===== src/rtl/counter_bank_if.sv =====
// rtl/counter_bank_if.sv - control and count bus between fabric control logic and counter_bank
interface counter_bank_if #(
    parameter int CH = 4,
    parameter int W  = 8
);
    logic              clr;
    logic [CH-1:0]     ch_clr;
    logic [CH-1:0]     ld;
    logic [CH*W-1:0]   ld_val;
    logic [CH-1:0]     en;
    logic [CH-1:0]     dn;
    logic [CH-1:0]     ovf_clr;
    logic [CH*W-1:0]   dout;
    logic [CH*W-1:0]   dout_comb;
    logic [CH-1:0]     tc;
    logic [CH-1:0]     ovf;

    // Control side: issues strobes and observes counts/flags.
    modport master (
        output clr, ch_clr, ld, ld_val, en, dn, ovf_clr,
        input  dout, dout_comb, tc, ovf
    );

    // Counter side: consumes strobes and presents counts/flags.
    modport slave (
        input  clr, ch_clr, ld, ld_val, en, dn, ovf_clr,
        output dout, dout_comb, tc, ovf
    );
endinterface


===== src/rtl/counter_bank.sv =====
// rtl/counter_bank.sv - bank of CH independent up/down counters with wrap/saturate, tc pulses and sticky overflow
module counter_bank #(
    parameter int CH  = 4,
    parameter int W   = 8,
    parameter int MAX = 255,
    parameter int SAT = 0
) (
    input logic          clk,
    input logic          rst,
    counter_bank_if.slave bus
);
    localparam logic [W-1:0] MAX_V = W'(MAX);
    // Clamping is only reachable when MAX leaves part of the W-bit code space unused.
    localparam bit CLAMP = (MAX < ((2 ** W) - 1));
    localparam bit SAT_B = (SAT != 0);

    logic [CH*W-1:0] cnt_q;
    logic [CH*W-1:0] cnt_d;
    logic [CH-1:0]   tc_q;
    logic [CH-1:0]   tc_d;
    logic [CH-1:0]   ovf_q;
    logic [CH-1:0]   ovf_d;
    logic [W-1:0]    cur;
    logic [W-1:0]    ldv;
    logic            at_bound;

    // Next-state per channel: clear > load > count > hold; boundary steps raise tc and ovf.
    always_comb begin
        cnt_d    = cnt_q;
        tc_d     = '0;
        ovf_d    = ovf_q;
        cur      = '0;
        ldv      = '0;
        at_bound = 1'b0;
        for (int i = 0; i < CH; i++) begin
            cur      = cnt_q[i*W +: W];
            ldv      = bus.ld_val[i*W +: W];
            at_bound = 1'b0;
            if (bus.clr || bus.ch_clr[i]) begin
                cnt_d[i*W +: W] = '0;
            end else if (bus.ld[i]) begin
                cnt_d[i*W +: W] = (CLAMP && (ldv > MAX_V)) ? MAX_V : ldv;
            end else if (bus.en[i]) begin
                if (bus.dn[i]) begin
                    if (cur == '0) begin
                        at_bound        = 1'b1;
                        cnt_d[i*W +: W] = SAT_B ? '0 : MAX_V;
                    end else begin
                        cnt_d[i*W +: W] = cur - 1'b1;
                    end
                end else begin
                    if (cur == MAX_V) begin
                        at_bound        = 1'b1;
                        cnt_d[i*W +: W] = SAT_B ? MAX_V : '0;
                    end else begin
                        cnt_d[i*W +: W] = cur + 1'b1;
                    end
                end
            end
            tc_d[i]  = at_bound;
            // A boundary step in the same cycle wins over any overflow clear.
            ovf_d[i] = at_bound | (ovf_q[i] & ~bus.ovf_clr[i] & ~bus.clr);
        end
    end

    // Register count, terminal-count pulse and sticky overflow; reset drops everything.
    always_ff @(posedge clk) begin
        if (rst) begin
            cnt_q <= '0;
            tc_q  <= '0;
            ovf_q <= '0;
        end else begin
            cnt_q <= cnt_d;
            tc_q  <= tc_d;
            ovf_q <= ovf_d;
        end
    end

    assign bus.dout      = cnt_q;
    assign bus.dout_comb = rst ? '0 : cnt_d;
    assign bus.tc        = tc_q;
    assign bus.ovf       = ovf_q;
endmodule

===== src/flat_wrapper.sv =====
// flat-port wrapper written by rule: the top's interface ports become plain ports
module counter_bank_flat 
#(
    parameter int CH  = 4,
    parameter int W   = 8,
    parameter int MAX = 255,
    parameter int SAT = 0
)
  (clk, rst, bus_clr, bus_ch_clr, bus_ld, bus_ld_val, bus_en, bus_dn, bus_ovf_clr, bus_dout, bus_dout_comb, bus_tc, bus_ovf);
  counter_bank_if #(.CH(CH), .W(W)) bus_i ();
  input logic clk;
  input logic rst;
  input wire logic [$bits(bus_i.clr)-1:0] bus_clr;
  input wire logic [$bits(bus_i.ch_clr)-1:0] bus_ch_clr;
  input wire logic [$bits(bus_i.ld)-1:0] bus_ld;
  input wire logic [$bits(bus_i.ld_val)-1:0] bus_ld_val;
  input wire logic [$bits(bus_i.en)-1:0] bus_en;
  input wire logic [$bits(bus_i.dn)-1:0] bus_dn;
  input wire logic [$bits(bus_i.ovf_clr)-1:0] bus_ovf_clr;
  output wire logic [$bits(bus_i.dout)-1:0] bus_dout;
  output wire logic [$bits(bus_i.dout_comb)-1:0] bus_dout_comb;
  output wire logic [$bits(bus_i.tc)-1:0] bus_tc;
  output wire logic [$bits(bus_i.ovf)-1:0] bus_ovf;
  assign bus_i.clr = bus_clr;
  assign bus_i.ch_clr = bus_ch_clr;
  assign bus_i.ld = bus_ld;
  assign bus_i.ld_val = bus_ld_val;
  assign bus_i.en = bus_en;
  assign bus_i.dn = bus_dn;
  assign bus_i.ovf_clr = bus_ovf_clr;
  assign bus_dout = bus_i.dout;
  assign bus_dout_comb = bus_i.dout_comb;
  assign bus_tc = bus_i.tc;
  assign bus_ovf = bus_i.ovf;
  counter_bank #(.CH(CH), .W(W), .MAX(MAX), .SAT(SAT)) u_core (.clk(clk), .rst(rst), .bus(bus_i));
endmodule

===== config.mk =====
export PLATFORM = sky130hd
export DESIGN_NAME = counter_bank_flat
export DESIGN_NICKNAME = d
export VERILOG_FILES = /design/src/rtl/counter_bank_if.sv /design/src/rtl/counter_bank.sv /design/src/flat_wrapper.sv
export SDC_FILE = /design/constraint.sdc
export NUM_CORES = 1
export LEC_CHECK = 0
export ABC_CLOCK_PERIOD_IN_PS = 4470
export BUFFER_PORTS_ARGS = -buffer_cell sky130_fd_sc_hd__buf_4
export CORE_MARGIN = 2
export CORE_UTILIZATION = 25
export DETAILED_ROUTE_END_ITERATION = 12
export PLACE_DENSITY = 0.56
export SYNTH_ARGS = -nofsm -noshare
export SYNTH_HDL_FRONTEND = slang
export SYNTH_SLANG_ARGS = --single-unit
export TNS_END_PERCENT = 100

===== constraint.sdc =====
create_clock -name clk -period 4.47 [get_ports clk]
set_input_delay 0.894 -clock clk [delete_from_list [all_inputs] [get_ports clk]]
set_output_delay 0.894 -clock clk [all_outputs]
set_load 0.03 [all_outputs]

==> flow_summary.yaml, run 1 <==
status:
  status: "finished, final reports clean"
setup_path:
  arrival_ps: 2580
  worstPathMaxFanout: 11
  cpMaxStageDelayCell: "nor3b_1"
  cp-start-kind: "register"
  worstPathCellList: "inv_1, ha_1, nor3b_1, nand2_1, a211o_1, a221oi_1, buf_4"
  required_ps: 3580
  cpPeakStageDelay_ps: 420
  critPathCaptureType: "output port"
  worstSetupPathType: "reg2out"
global_route:
  antenna_found_initial: 0
  gr-total-overflow: 0
  top_usage_layer: "met2"
  grt_pass1_wl_um: 15930
  gr-usage-all-layers: 0.1461
  grt_pass1_vias: 3266
  grt_max_degree: 17
  met3_usage: 0.02781
  grtUsageMet2: 0.2316
  use_met1: 0.1982
cts:
  cts_setup_buffers: 0
  cts_made_buffers: 5
  worst_skew_pair.late_latency_ps: 290
  cts-htree-levels: 2
  cts-resized-gates: 0
  cts.clk_slew.worst_paths_ps: 60
  cts_tree: "done"
  clock_path_buffers: 2
  cts_sinks: 40
  cts-root-buf: "clkbuf_16"
  hold_buffers: 0
finish:
  area_growth_syn_to_layout_pct: 36.79
  mostFrequentLayoutCell: "buf_4"
  final_util: 0.3483
  fin_cells: 705
  antenna_cells: 0
  final_layout_size_suffix_gt1_frac: 0.2758
  nets: 597
  layout_common_cells: "126 x buf_4, 42 x nor2_1, 40 x dfxtp_1"
yosys:
  synthesis.nets: 496
  synth.yosys.seq_area_share: 0.2513
  ys_types: 70
  ys.flop_type: "dfxtp_1"
  synth.cell_area_sq_mm: 0.003187
  synthCells: 432
  synth_edf_count: 0
  syn_avg_cell_area_sq_um: 7.377
  ys_async_sr_fraction: 0
  ys_warn_count: 0
  synth-seq-cells: 40
place:
  dp.cells: 698
  port_buffers: 126
  routabilityCongestion: 0.8759
  dp_hpwl_um: 7779
  place_ws_ps: 1086
power_and_ir_drop:
  leakage_nw: 1.864
  ir_drop_mv: 0.1211
  power_density_mw_per_mm2: 237.0
min_path:
  hp-class: "reg2reg"
timing:
  layout_min_cycle_time_ps: 3476
  max_freq_mhz: 287.7
  tightestPinTransition_ps: 688.9
  final.period_utilization: 0.7776
  rsz0062_at_grt: "false"
  max_slew_margin: 0.5372
  fin_skew_ps: 3.933
  setup_tns_ps: 0
  finalSetupViolCount: 0
  worst_slack_ps: 993.9
  drv_slew: 0
  finalHoldViolations: 0
die:
  fp.dieH_um: 116.9
  fp-row-count: 41
  initial_utilization: 0.2546
  io_pins: 127
  die_w_um: 116.9
  core_area_sq_mm: 0.01252
  dieArea_sq_mm: 0.01367
detailed_routing:
  viasPerCell: 5.163
  vias: 3640
  wl_um: 10160
  final_antenna_net_count: 0
  drc: 0
  dr.first_iter.drc_count: 246
  wl_per_cell_um: 14.41
  first_pass_iters: 4
flow_run:
  maxCapViolations: 0
cells in the mapped netlist (8+ instances only):
cell / count / share of area
a211oi_1: 8 / 0.019
a21oi_1: 29 / 0.046
a31oi_1: 9 / 0.018
and3_1: 9 / 0.018
clkbuf_1: 24 / 0.028
dfxtp_1: 40 / 0.25
ha_1: 9 / 0.035
inv_1: 20 / 0.024
nand2_1: 27 / 0.032
nand2b_1: 9 / 0.018
nand3_1: 14 / 0.022
nor2_1: 42 / 0.049
nor3_1: 20 / 0.031
o21ai_0: 20 / 0.031
o21ai_1: 12 / 0.019
or3_1: 10 / 0.020
xnor2_1: 12 / 0.033
layer usage:
layer  share of wire  up-vias
met4           0.015        0
met5               0        -
met2            0.46      126
li1                -     1800
met1            0.46     1700
met3           0.062       14
worst max-delay path, delay by kind of cell, from the launching register on:
kind,cells,cell delay [ps]
fa+ha+maj,1,180
simple gates,2,630
flops,1,410
compound gates,2,670
buf+inv,2,400
report_power, final:
| part | switching, mW | internal, mW |
|---|---|---|
| clock | 0.152 | 0.235 |
| sequential | 0.0222 | 0.366 |
| combinational | 0.142 | 0.117 |
cell families after synthesis:
logic type	Yosys count	synth area share
adder cells (fa/ha/maj)	9	0.03534
flip-flops	40	0.2513
AO/OA/AOI/OAI	127	0.2639
AND/OR/NAND/NOR	176	0.3023
multiplexers	9	0.03337
buffers and inverters	56	0.07263
XOR/XNOR	15	0.04123
registers in the layout, indices dropped and copies added (netlist names):
| name | flops |
|---|---|
| u_core.bus.dout | 32 |
| u_core.bus.ovf | 4 |
| u_core.bus.tc | 4 |
metrics by stage:
| stage | power, mW | area [sq um] | hold WS, ps |
|---|---|---|---|
| 2_1_floorplan | 0.5573 | 3187 | 610.3 |
| 3_3_place_gp | 0.6527 | 4207 | 476.6 |
| 3_5_place_dp | 0.6536 | 4207 | 481.5 |
| 4_1_cts | 1.057 | 4359 | 496.0 |
| 5_1_grt | 1.090 | 4359 | 518.5 |
| 6_report | 1.033 | 4359 | 487.4 |
final cells by class:
class	instances	area [sq um]
inverters	24	90.09
fillers	1383	8158
clock buffers	7	152.6
well taps	172	215.2
repair buffers	126	945.9
flip-flops and latches	40	800.8
multi-input cells	336	2155
worst paths after layout:
path	start	endpoint	slack (ps)	cells after the start
min	u_core.bus.ovf[2]	u_core.bus.ovf[2]	490	2
min reg2reg	u_core.bus.ovf[2]	u_core.bus.ovf[2]	490	2
max reg2reg	u_core.bus.dout[24]	u_core.bus.dout[24]	2290	6
max	u_core.bus.dout[24]	bus_dout_comb[24]	990	7
No activity file was read; power rests on OpenSTA's default activity.
==> inputs of run 2 (changes only) <==
- ABC_CLOCK_PERIOD_IN_PS: 4470 -> 2950
- PLACE_DENSITY: 0.56 -> 0.57
- clock period: 4.47 -> 2.95 ns (I/O delays scaled with it)
==> run 2 against run 1 <==
Highest routed layer unchanged. Sequential power up 51%. Total power up 77%. Clock power up 120%. Sequential share of layout area down 0.46 points. Critical endpoint is now bus_dout_comb[31]. Clock skew up 0.90 ps. Cell count up 1.6%. Die area unchanged. Hold slack worse by 5.1 ps. Global-route usage up 0.71 points. Non-clock buffer count up 10. Count of clock-buffer cells in the layout down 2. Register-to-register slack worse by 1200 ps.
==> flow_summary.yaml, run 2 (synthesis gave the netlist of run 1 again) <==
setup_path:
  cpMaxStageDelayCell: "or4_1"
  path_buf_inv: 2
  cp-start-kind: "register"
  required_ps: 2360
  crit_family: "simple AND/OR/NAND/NOR gates"
  worstSetupPathType: "reg2out"
  r2r_slack_ps: 1080
  worstPathCellList: "inv_2, or4_1, o32a_1, a2111oi_2, nor3_1, buf_4"
  cpPeakStageDelay_ps: 580
  arrival_ps: 2230
  critPathCaptureType: "output port"
  worstPathMaxFanout: 7
die:
  initial_utilization: 0.2546
  dieArea_sq_mm: 0.01367
  fp-row-count: 41
  die_w_um: 116.9
  fp.dieH_um: 116.9
  core_area_sq_mm: 0.01252
  io_pins: 127
global_route:
  grt_pass1_wl_um: 16760
  grt_max_degree: 17
  grt_pass1_vias: 3360
  antenna_found_initial: 0
  gr-total-overflow: 0
  gr-usage-all-layers: 0.1532
flow_run:
  maxCapViolations: 0
timing:
  layout_min_cycle_time_ps: 2817
  finalSetupViolCount: 0
  setup_tns_ps: 0
  drv_slew: 0
  max_slew_margin: 0.6588
  rsz0062_at_grt: "false"
  final.period_utilization: 0.9550
  tightestPinTransition_ps: 509.9
  max_freq_mhz: 354.9
  fin_skew_ps: 4.834
  finalHoldViolations: 0
cts:
  cts_sinks: 40
  cts_tree: "done"
  cts_made_buffers: 5
  clock_path_buffers: 2
  cts-root-buf: "clkbuf_16"
  cts.clk_slew.worst_paths_ps: 70
  worst_skew_pair.late_latency_ps: 300
  cts-htree-levels: 2
power_and_ir_drop:
  power_density_mw_per_mm2: 402.2
  ir_drop_mv: 0.1965
  leakage_nw: 1.956
finish:
  antenna_cells: 0
  final_util: 0.3629
  final_layout_size_suffix_gt1_frac: 0.3199
  mostFrequentLayoutCell: "buf_4"
  layout_common_cells: "136 x buf_4, 42 x nor2_1, 30 x dfxtp_1"
  area_growth_syn_to_layout_pct: 42.52
  largest_reg_flops: 32
  nets: 607
  fin_cells: 716
detailed_routing:
  wl_um: 10470
  dr.first_iter.drc_count: 198
  first_pass_iters: 4
  final_antenna_net_count: 0
  drc: 0
  viasPerCell: 5.099
  vias: 3651
  wl_per_cell_um: 14.62
place:
  port_buffers: 126
  dp_hpwl_um: 8001
  dp.cells: 708
  routabilityCongestion: 0.8781
min_path:
  hp-class: "reg2reg"
status:
  status: "finished, final reports clean"
[run 2: worst paths after layout]
check | startpoint | end | cells after the start
setup / recovery | u_core.bus.dout[30] | bus_dout_comb[31] | 6
hold / removal | u_core.bus.ovf[3] | u_core.bus.ovf[3] | 1
setup reg to reg | u_core.bus.dout[24] | u_core.bus.ovf[3] | 7
hold reg to reg | u_core.bus.ovf[3] | u_core.bus.ovf[3] | 1
[run 2: cell type report]
type,instances,area [sq um]
fillers,1352,7975
multi-input cells,336,2187
repair buffers,136,1021
flip-flops and latches,40,813.3
well taps,172,215.2
clock buffers,5,125.1
clock inverters,3,90.09
inverters,24,90.09
[run 2: report_power, final]
part / switching [mW] / internal [mW]
clock network: 0.262 / 0.572
registers: 0.0297 / 0.555
logic: 0.224 / 0.184
[run 2: layer usage]
layer,global-route usage,routed length (um)
met4,0.03922,127
met5,0,0
met3,0.03399,525
met2,0.2493,4957
met1,0.2060,4857
[run 2: through the flow]
step	power (mW)	cell area [sq um]	hold slack [ps]	worst slack (ps)
3_5_place_dp	1.001	4294	473.6	153.4
6_report	1.827	4542	482.2	132.6
4_1_cts	1.850	4517	489.4	31.12
3_3_place_gp	0.9981	4294	471.3	160.2
5_1_grt	1.911	4542	513.2	1.496
2_1_floorplan	0.8463	3199	610.3	-111.5
[run 2: timing repair]
item | 4_1_cts | 5_1_grt
setup endpoints to repair | 1 | 12
setup buffers | 0 | 0
hold buffers | 0 | 0
resized for setup | 3 | 11
